[config.mk]
export PLATFORM = sky130hd
export DESIGN_NAME = ccm_arbiter
export DESIGN_NICKNAME = d
export VERILOG_FILES = /design/src/rtl/ccm_pkg.sv /design/src/rtl/ccm_arb_2to1.sv /design/src/rtl/ccm_arbiter.sv
export SDC_FILE = /design/constraint.sdc
export NUM_CORES = 1
export LEC_CHECK = 0
export ABC_CLOCK_PERIOD_IN_PS = 2300
export BUFFER_PORTS_ARGS = -buffer_cell sky130_fd_sc_hd__buf_2
export CAP_MARGIN = 5
export CORE_AREA = 2 2 104 106
export DETAILED_ROUTE_END_ITERATION = 8
export DIE_AREA = 0 0 106 108
export PLACE_DENSITY = 0.66
export SYNTH_ARGS = -nofsm -noshare
export SYNTH_HDL_FRONTEND = slang
export SYNTH_SLANG_ARGS = --single-unit
[constraint.sdc]
create_clock -name clk -period 2.3 [get_ports clk]
set_input_delay 0.575 -clock clk [delete_from_list [all_inputs] [get_ports clk]]
set_output_delay 0.575 -clock clk [all_outputs]
set_load 0.01 [all_outputs]
[src/rtl/ccm_pkg.sv]
// ccm_pkg: shared CCM widths, default aging limit and requester port IDs.
package ccm_pkg;
  localparam int CCM_ADDR_WIDTH = 11;
  localparam int CCM_DATA_WIDTH = 32;
  localparam int CCM_MAX_WAIT   = 7;
  typedef enum logic {PORT_A = 1'b0, PORT_B = 1'b1} port_id_e;
endpackage

[src/rtl/ccm_arb_2to1.sv]
// ccm_arb_2to1: two-requester arbiter, A-priority with B aging, or round-robin when
// CCM_ARB_RR_EN is defined.
module ccm_arb_2to1
  import ccm_pkg::*;
#(
  parameter int MAX_WAIT = CCM_MAX_WAIT
) (
  input  logic clk,
  input  logic rst_n,
  input  logic req_a,
  input  logic req_b,
  output logic gnt_a,
  output logic gnt_b
);
`ifdef CCM_ARB_RR_EN
  port_id_e last;
  // On contention the port that did not win last time takes the grant.
  assign gnt_b = rst_n & req_b & (!req_a | (last == PORT_A));
  always_ff @(posedge clk or negedge rst_n)
    if (!rst_n) last <= PORT_A;
    else if (gnt_a | gnt_b) last <= gnt_b ? PORT_B : PORT_A;
`else
  localparam int CW = $clog2(MAX_WAIT + 1);
  logic [CW-1:0] wait_cnt;
  logic          starved;
  assign starved = wait_cnt == CW'(MAX_WAIT);
  assign gnt_b   = rst_n & req_b & (!req_a | starved);
  always_ff @(posedge clk or negedge rst_n)
    if (!rst_n) wait_cnt <= '0;
    else wait_cnt <= (req_b & !gnt_b) ? (starved ? wait_cnt : wait_cnt + 1'b1) : '0;
`endif
  assign gnt_a = rst_n & req_a & !gnt_b;
endmodule

[src/rtl/ccm_arbiter.sv]
// ccm_arbiter: shares one CCM controller between port A and port B; read and write ports
// arbitrated independently, read data routed back to its owner (CCM_ARB_RR_EN selects round-robin).
module ccm_arbiter
  import ccm_pkg::*;
#(
  parameter int ADDR_WIDTH = CCM_ADDR_WIDTH,
  parameter int DATA_WIDTH = CCM_DATA_WIDTH,
  parameter int MAX_WAIT   = CCM_MAX_WAIT
) (
  input  logic                  clk,
  input  logic                  rst_n,
  input  logic                  a_rd,
  input  logic [ADDR_WIDTH-1:0] a_raddr,
  output logic                  a_rd_gnt,
  output logic                  a_rd_valid,
  output logic [DATA_WIDTH-1:0] a_rd_data,
  input  logic                  a_wr,
  input  logic [ADDR_WIDTH-1:0] a_waddr,
  input  logic [DATA_WIDTH-1:0] a_wdata,
  output logic                  a_wr_gnt,
  input  logic                  b_rd,
  input  logic [ADDR_WIDTH-1:0] b_raddr,
  output logic                  b_rd_gnt,
  output logic                  b_rd_valid,
  output logic [DATA_WIDTH-1:0] b_rd_data,
  input  logic                  b_wr,
  input  logic [ADDR_WIDTH-1:0] b_waddr,
  input  logic [DATA_WIDTH-1:0] b_wdata,
  output logic                  b_wr_gnt,
  output logic                  cntlr_rd,
  output logic [ADDR_WIDTH-1:0] cntlr_raddr,
  input  logic [DATA_WIDTH-1:0] cntlr_rd_data,
  input  logic                  cntlr_rd_valid,
  output logic                  cntlr_wr,
  output logic [ADDR_WIDTH-1:0] cntlr_waddr,
  output logic [DATA_WIDTH-1:0] cntlr_wr_data
);
  port_id_e rd_owner;
  logic     rd_pend;
  ccm_arb_2to1 #(.MAX_WAIT(MAX_WAIT)) u_rd_arb (
    .clk(clk), .rst_n(rst_n), .req_a(a_rd), .req_b(b_rd), .gnt_a(a_rd_gnt), .gnt_b(b_rd_gnt)
  );
  ccm_arb_2to1 #(.MAX_WAIT(MAX_WAIT)) u_wr_arb (
    .clk(clk), .rst_n(rst_n), .req_a(a_wr), .req_b(b_wr), .gnt_a(a_wr_gnt), .gnt_b(b_wr_gnt)
  );
  always_comb begin
    cntlr_rd      = a_rd_gnt | b_rd_gnt;
    cntlr_raddr   = a_rd_gnt ? a_raddr : b_rd_gnt ? b_raddr : '0;
    cntlr_wr      = a_wr_gnt | b_wr_gnt;
    cntlr_waddr   = a_wr_gnt ? a_waddr : b_wr_gnt ? b_waddr : '0;
    cntlr_wr_data = a_wr_gnt ? a_wdata : b_wr_gnt ? b_wdata : '0;
    a_rd_valid    = cntlr_rd_valid & rd_pend & (rd_owner == PORT_A);
    b_rd_valid    = cntlr_rd_valid & rd_pend & (rd_owner == PORT_B);
    a_rd_data     = a_rd_valid ? cntlr_rd_data : '0;
    b_rd_data     = b_rd_valid ? cntlr_rd_data : '0;
  end
  // rd_pend drops any read in flight across a reset so stale controller data is never routed.
  always_ff @(posedge clk or negedge rst_n)
    if (!rst_n) begin
      rd_owner <= PORT_A;
      rd_pend  <= 1'b0;
    end else begin
      rd_pend <= cntlr_rd;
      if (cntlr_rd) rd_owner <= b_rd_gnt ? PORT_B : PORT_A;
    end
endmodule
; After elaboration in Yosys (flattened, before gate mapping)
; Cells that the tools add are included.
[classes]
addsub = 2
n_eq_ne = 4
muxes = 13
bitwise = 18
n_reduce_logical = 4
[ops]
columns = cell, n
row1 = $mux 32, 4
row2 = $mux 11, 4
row3 = $and 1x1->1, 13
row4 = $mux 3, 4
row5 = $add 3x1->3 const B, 2
row6 = $eq 3x3->1 const B, 2
row7 = $logic_not 1->1, 4
row8 = $ne 2x2->1 const B, 2
row9 = $or 1x1->1, 4
row10 = $mux 1, 1
row11 = $not 1->1, 1
[word_totals]
ff_bits = 8
inputBits = 147
output_inout_bits = 126
wordCells = 45

; Depth between registers and ports, before layout
[depth]
depth_word = 6
mapped_depth = 7
ltp_nobuf = 5

; Cells and area by module
; From an unflattened synthesis, not the netlist that was laid out.
[hier_totals]
cells_unflattened = 191
area_unflattened_um2 = 1589.0
[modules_own_cells]
columns = mod, instances, cells_per_inst, area_each_um2, seq_area_each_um2
row1 = ccm_arbiter, 1, 150, 1191.1, 50.0
row2 = ccm_arb_2to1 at u_wr_arb, 1, 20, 205.2, 75.1
row3 = ccm_arb_2to1 at u_rd_arb, 1, 21, 192.7, 75.1

; Worst setup path before layout
; No wires, ideal clock.
[synth_path]
path_kind = reg-to-output
startpoint = register u_rd_arb.wait_cnt[0]
endpoint = output cntlr_raddr[1]
t_arrival_ps = 1453
t_required_ps = 1725
setup_slack_ps = 272
path_stages_with_launch = 8
n_path_buf = 2
cell_sequence = dfrtp_1 -> ha_1 -> ha_1 -> buf_2 -> nand2_1 -> nand2_1 -> buf_2 -> o22ai_1
[synth_via]
elab_chain_cells = 6
elab_cells_between_ends = 7
classes_between = eq/ne: 1 / mux: 2 / bitwise: 3 / reduce/logical: 1
[synth_rtl]
columns = item, line
row1 = from (decl), ccm_arb_2to1.sv:24  ; logic [CW-1:0] wait_cnt;
row2 = from (signal assigned), ccm_arb_2to1.sv:30  ; else wait_cnt <= (req_b & !gnt_b) ? (starved ? wait_cnt : wait_cnt + 1'b1) : '0;
row3 = $eq 3x3->1 *, ccm_arb_2to1.sv:26  ; assign starved = wait_cnt == CW'(MAX_WAIT);
row4 = $or 1x1->1 *, ccm_arb_2to1.sv:27  ; assign gnt_b = rst_n & req_b & (!req_a | starved);
row5 = $and 1x1->1 *, ccm_arb_2to1.sv:27
row6 = $logic_not 1->1, ccm_arb_2to1.sv:32  ; assign gnt_a = rst_n & req_a & !gnt_b;
row7 = $and 1x1->1, ccm_arb_2to1.sv:32
row8 = $mux 11 *, ccm_arbiter.sv:48  ; cntlr_raddr = a_rd_gnt ? a_raddr : b_rd_gnt ? b_raddr : '0;
row9 = to (decl), ccm_arbiter.sv:31  ; output logic [ADDR_WIDTH-1:0] cntlr_raddr,
; Mark *: on every way between the ends. The rest lies on a longest branch, timed or not.

; Worst setup path after layout
[layout_path]
startpoint = register u_wr_arb.wait_cnt[1]
endpoint = output cntlr_wr_data[13]
[layout_via]
elab_chain_cells = 6
elab_cells_between_ends = 7
classes_between = eq/ne: 1 / mux: 2 / bitwise: 3 / reduce/logical: 1
[layout_rtl]
columns = item, line
row1 = from (decl), ccm_arb_2to1.sv:24
row2 = from (signal assigned), ccm_arb_2to1.sv:30
row3 = $eq 3x3->1 *, ccm_arb_2to1.sv:26
row4 = $or 1x1->1 *, ccm_arb_2to1.sv:27
row5 = $and 1x1->1 *, ccm_arb_2to1.sv:27
row6 = $logic_not 1->1, ccm_arb_2to1.sv:32
row7 = $and 1x1->1, ccm_arb_2to1.sv:32
row8 = $mux 32 *, ccm_arbiter.sv:51  ; cntlr_wr_data = a_wr_gnt ? a_wdata : b_wr_gnt ? b_wdata : '0;
row9 = to (decl), ccm_arbiter.sv:36  ; output logic [DATA_WIDTH-1:0] cntlr_wr_data
; Marked as above.

==> results.md <==
- The run finished with clean final reports.
- The total overflow left after global routing is 0.
- The number of library cell types mapped by synthesis is 30.
- The worst hold margin is 0.581 ns.
- Along the worst hold path, the cell count comes to 2.
- Setup repair after global routing could not meet its margin everywhere.
- The first-pass GRT wire length is between 10 and 15 mm.
- Global routing used around 15% of the available tracks.
- The final weighted congestion in routability-driven placement is between 0.8 and 0.9.
- STA classifies the critical path startpoint as a flip-flop.
- The CTS buffer count is 3.
- After synthesis, the mean cell area works out to roughly 6.7 sq um.
- The number of nets with antenna violations after detailed routing is 0.
- The growth of design area from synthesis to finish is 84.8%.
- The number of antenna violations at the first check in global routing was 1.
- The quantity of I/O buffers inserted on ports is around 270.
- The post-route netlist has 60.6% of its cells at a drive strength greater than 1.
- The placeable core area is slightly above 0.01 sq mm.
- The routed design has about 9.6 mm of wire.
- The max-capacitance violation count is 0.
- The initial standard-cell utilization of the core is ~20%.
- The post-detailed-route via-to-cell ratio is about 4.3.
- The post-synthesis sequential area ratio is 9.56%.
- The pin count of the biggest net entering global routing is 36.
- The final cell utilization of the core is ~38%.
- The cell depth of the worst flop-to-flop path is 5.
- The achievable frequency is about 0.44 GHz.
- In the finished design, the share of the clock period the worst path needs comes to between 90% and 100%.
- The endpoint required time on the critical path is ~1.7 ns.
- In this run the number of H-tree levels came out at 1.
- The worst-case clock buffer depth is 2.
- The clock tree from TritonCTS is built.
- Summed over all nets, the half-perimeter wirelength after detailed placement is a little under 8 mm.
- The die covers around 0.011 sq mm.
- Counting flops and latches in the post-synthesis netlist gives 8.
- After detailed routing, the average wire length per cell comes to ~13 um.
- For the final database, setup skew stands at 0.00301 ns.
- The final layout contains roughly 730 nets.
- Fill cells in the final layout number ~1100.
- The clock period minus worst slack is around 2.3 ns.
- The slew at the pin closest to its max-slew limit is 0.239 ns.
- The analysis attributes to cell leakage a power of approximately 2.2 nW.
- The count of endpoints failing hold in the final timing report was 0.
- When the netlist entered floorplanning its net count stood at 465.
- Dividing total power by cell area gives a power density of between 200 and 300 mW/mm^2.
- Measured against its own limit, the worst slew margin works out to between 80% and 90%.
- The sink count of the clock tree is 8.
- The final setup violation count is 0.
- The max-slew violation count is 0.
- The critical path capture point type is a primary output.
- Summing every instance area after synthesis gives roughly 0.0021 sq mm.
- The highest ir drop seen on vdd is approximately 0.00013 V.
- The clock-pin slew of the registers on the worst-case setup and hold paths is 0.04 ns.
- The die is ~110 um tall.
- The residual DRC count is 0.
- The number of DRC markers after the initial detailed-route iteration is ~200.
- The routed layout has 3105 vias.
- The total chip power is about 970 uW.
- Pin placement for this block handled roughly 270 I/O pins.
- Of all nets on the critical path, the largest fanout is 5.
- For the worst-skew pair, the clock arrives at the later sink with an insertion delay of between 0.2 and 0.25 ns.
- The cell at the root of the clock tree is sky130_fd_sc_hd__clkbuf_8.
- The number of global-route vias before repair is 2845.
- The floorplan has 37 rows.
- The synthesized instance count is 314.
- The critical path data arrival time is between 1.5 and 2 ns.
- The total number of yosys warnings is 0.
- The iteration count of the initial detailed-routing pass is 5.
- The floorplan step set the die width to about 110 um.
- The critical path is of the flip-flop to primary output type.
- The type of the most critical hold path is flip-flop to flip-flop.
critical path, cell delays in order (launching register included):
cell and delay (ns):
sky130_fd_sc_hd__dfrtp_1 0.35, sky130_fd_sc_hd__ha_2 0.20, sky130_fd_sc_hd__ha_4 0.14, sky130_fd_sc_hd__nand2b_4 0.15, sky130_fd_sc_hd__nand2_8 0.08, sky130_fd_sc_hd__buf_12 0.15
sky130_fd_sc_hd__clkbuf_16 0.15, sky130_fd_sc_hd__o22ai_2 0.12, sky130_fd_sc_hd__buf_2 0.15
state kept, by name (all words and copies together) (netlist names):
register / cells
u_rd_arb.wait_cnt: 3
u_wr_arb.wait_cnt: 3
rd_owner: 1
rd_pend: 1
path summary, 6_finish.rpt:
kind,start,end,slack (ns)
setup reg to reg,u_rd_arb.wait_cnt[0],u_rd_arb.wait_cnt[2],1.03
min in group asynchronous,rst_n,u_wr_arb.wait_cnt[2],0.61
max in group asynchronous,rst_n,rd_pend,1.54
setup / recovery,u_wr_arb.wait_cnt[1],cntlr_wr_data[13],0.004
hold / removal,rd_owner,rd_owner,0.58
hold reg to reg,rd_owner,rd_owner,0.58
cells in the final DEF, fill, tap and decap left out, types with 2 or more instances in the layout:
cell type and instances:
sky130_fd_sc_hd__o22ai_2 42, sky130_fd_sc_hd__mux2i_1 3, sky130_fd_sc_hd__ha_2 2, sky130_fd_sc_hd__buf_6 3
sky130_fd_sc_hd__nand2_2 3, sky130_fd_sc_hd__and2_1 66, sky130_fd_sc_hd__and3_1 2, sky130_fd_sc_hd__o32ai_1 2
sky130_fd_sc_hd__buf_12 8, sky130_fd_sc_hd__o22ai_1 11, sky130_fd_sc_hd__clkbuf_8 3, sky130_fd_sc_hd__dfrtp_1 8
sky130_fd_sc_hd__nor2_1 8, sky130_fd_sc_hd__o21ai_1 2, sky130_fd_sc_hd__nand2_1 112, sky130_fd_sc_hd__inv_1 3
sky130_fd_sc_hd__buf_2 267, sky130_fd_sc_hd__nand4b_1 2, sky130_fd_sc_hd__ha_4 2, sky130_fd_sc_hd__buf_4 13
sky130_fd_sc_hd__o21ai_0 2
cells in the mapped netlist (all sizes together):
| master | instances | area (sq um) |
|---|---|---|
| nand2 | 116 | 445 |
| and2 | 66 | 413 |
| o22ai | 54 | 582 |
| buf | 28 | 180 |
| nor2 | 9 | 36.3 |
| dfrtp | 8 | 200 |
| clkbuf | 4 | 15.0 |
| ha | 4 | 50.1 |
| inv | 4 | 15.0 |
| o21ai | 4 | 20.0 |
| mux2i | 3 | 30.0 |
| and3 | 2 | 12.5 |
| nand4b | 2 | 17.5 |
| o32ai | 2 | 17.5 |
| a21oi | 1 | 5.00 |
| a31oi | 1 | 6.26 |
| nand2b | 1 | 13.8 |
| nand3b | 1 | 7.51 |
| nor2b | 1 | 6.26 |
| nor3 | 1 | 5.00 |
| o21a | 1 | 7.51 |
| xor2 | 1 | 8.76 |
cell type report:
class,instances,area (sq um),area share (%)
sequential,8,200,5.17
tap,136,170,4.40
timing repair buffer,293,1680,43.4
inverter,4,15.0,0.388
antenna,1,2.50,0.0647
clock buffer,3,41.3,1.07
multi-input combinational,270,1760,45.5
cells by family (layout without fill, tap and decap cells):
group                    after synthesis  in the layout  synth area share, %
adder cells (fa/ha/maj)                4              4                 2.39
XOR/XNOR                               1              1                0.418
flip-flops                             8              8                 9.56
AND/OR/NAND/NOR                      199            199                 45.7
other                                  0              1                    0
AO/OA/AOI/OAI                         63             63                 30.5
buffers and inverters                 36            300                 10.0
multiplexers                           3              3                 1.43
report_power, final:
part	total, mW	internal [mW]	leakage, nW	switching, mW
logic	0.635	0.316	2.08	0.318
registers	0.164	0.154	0.104	0.00964
clock network	0.171	0.114	0.0216	0.0570
total	0.969	0.584	2.21	0.385
metrics by stage:
stage               cells  worst slack (ns)  cell area, sq um  TNS [ns]
global placement      704             0.163              3610         0
detailed placement    704             0.116              3610         0
floorplan             314             0.272              2090         0
global route          715           -0.0703              3870    -0.587
finish                715           0.00399              3870         0
CTS                   713           -0.0329              3810    -0.206
timing repair:
action	in CTS	in global routing
pin swaps	13	7
endpoints found under the hold margin	0	0
hold buffers	0	0
cloned	2	2
gates resized for setup	9	16
setup endpoints to repair	52	43
buffers inserted	4	1
metal layers:
layer  global-route usage (%)  up-vias  part of all wire [%]
met3                     3.74        8                   9.0
met4                     2.54        0                   1.0
met1                     15.7     1350                    37
met2                     30.8      170                    53
met5                        0        -                     0
li1                         -     1577                     -
No activity file was read; power rests on OpenSTA's default activity.
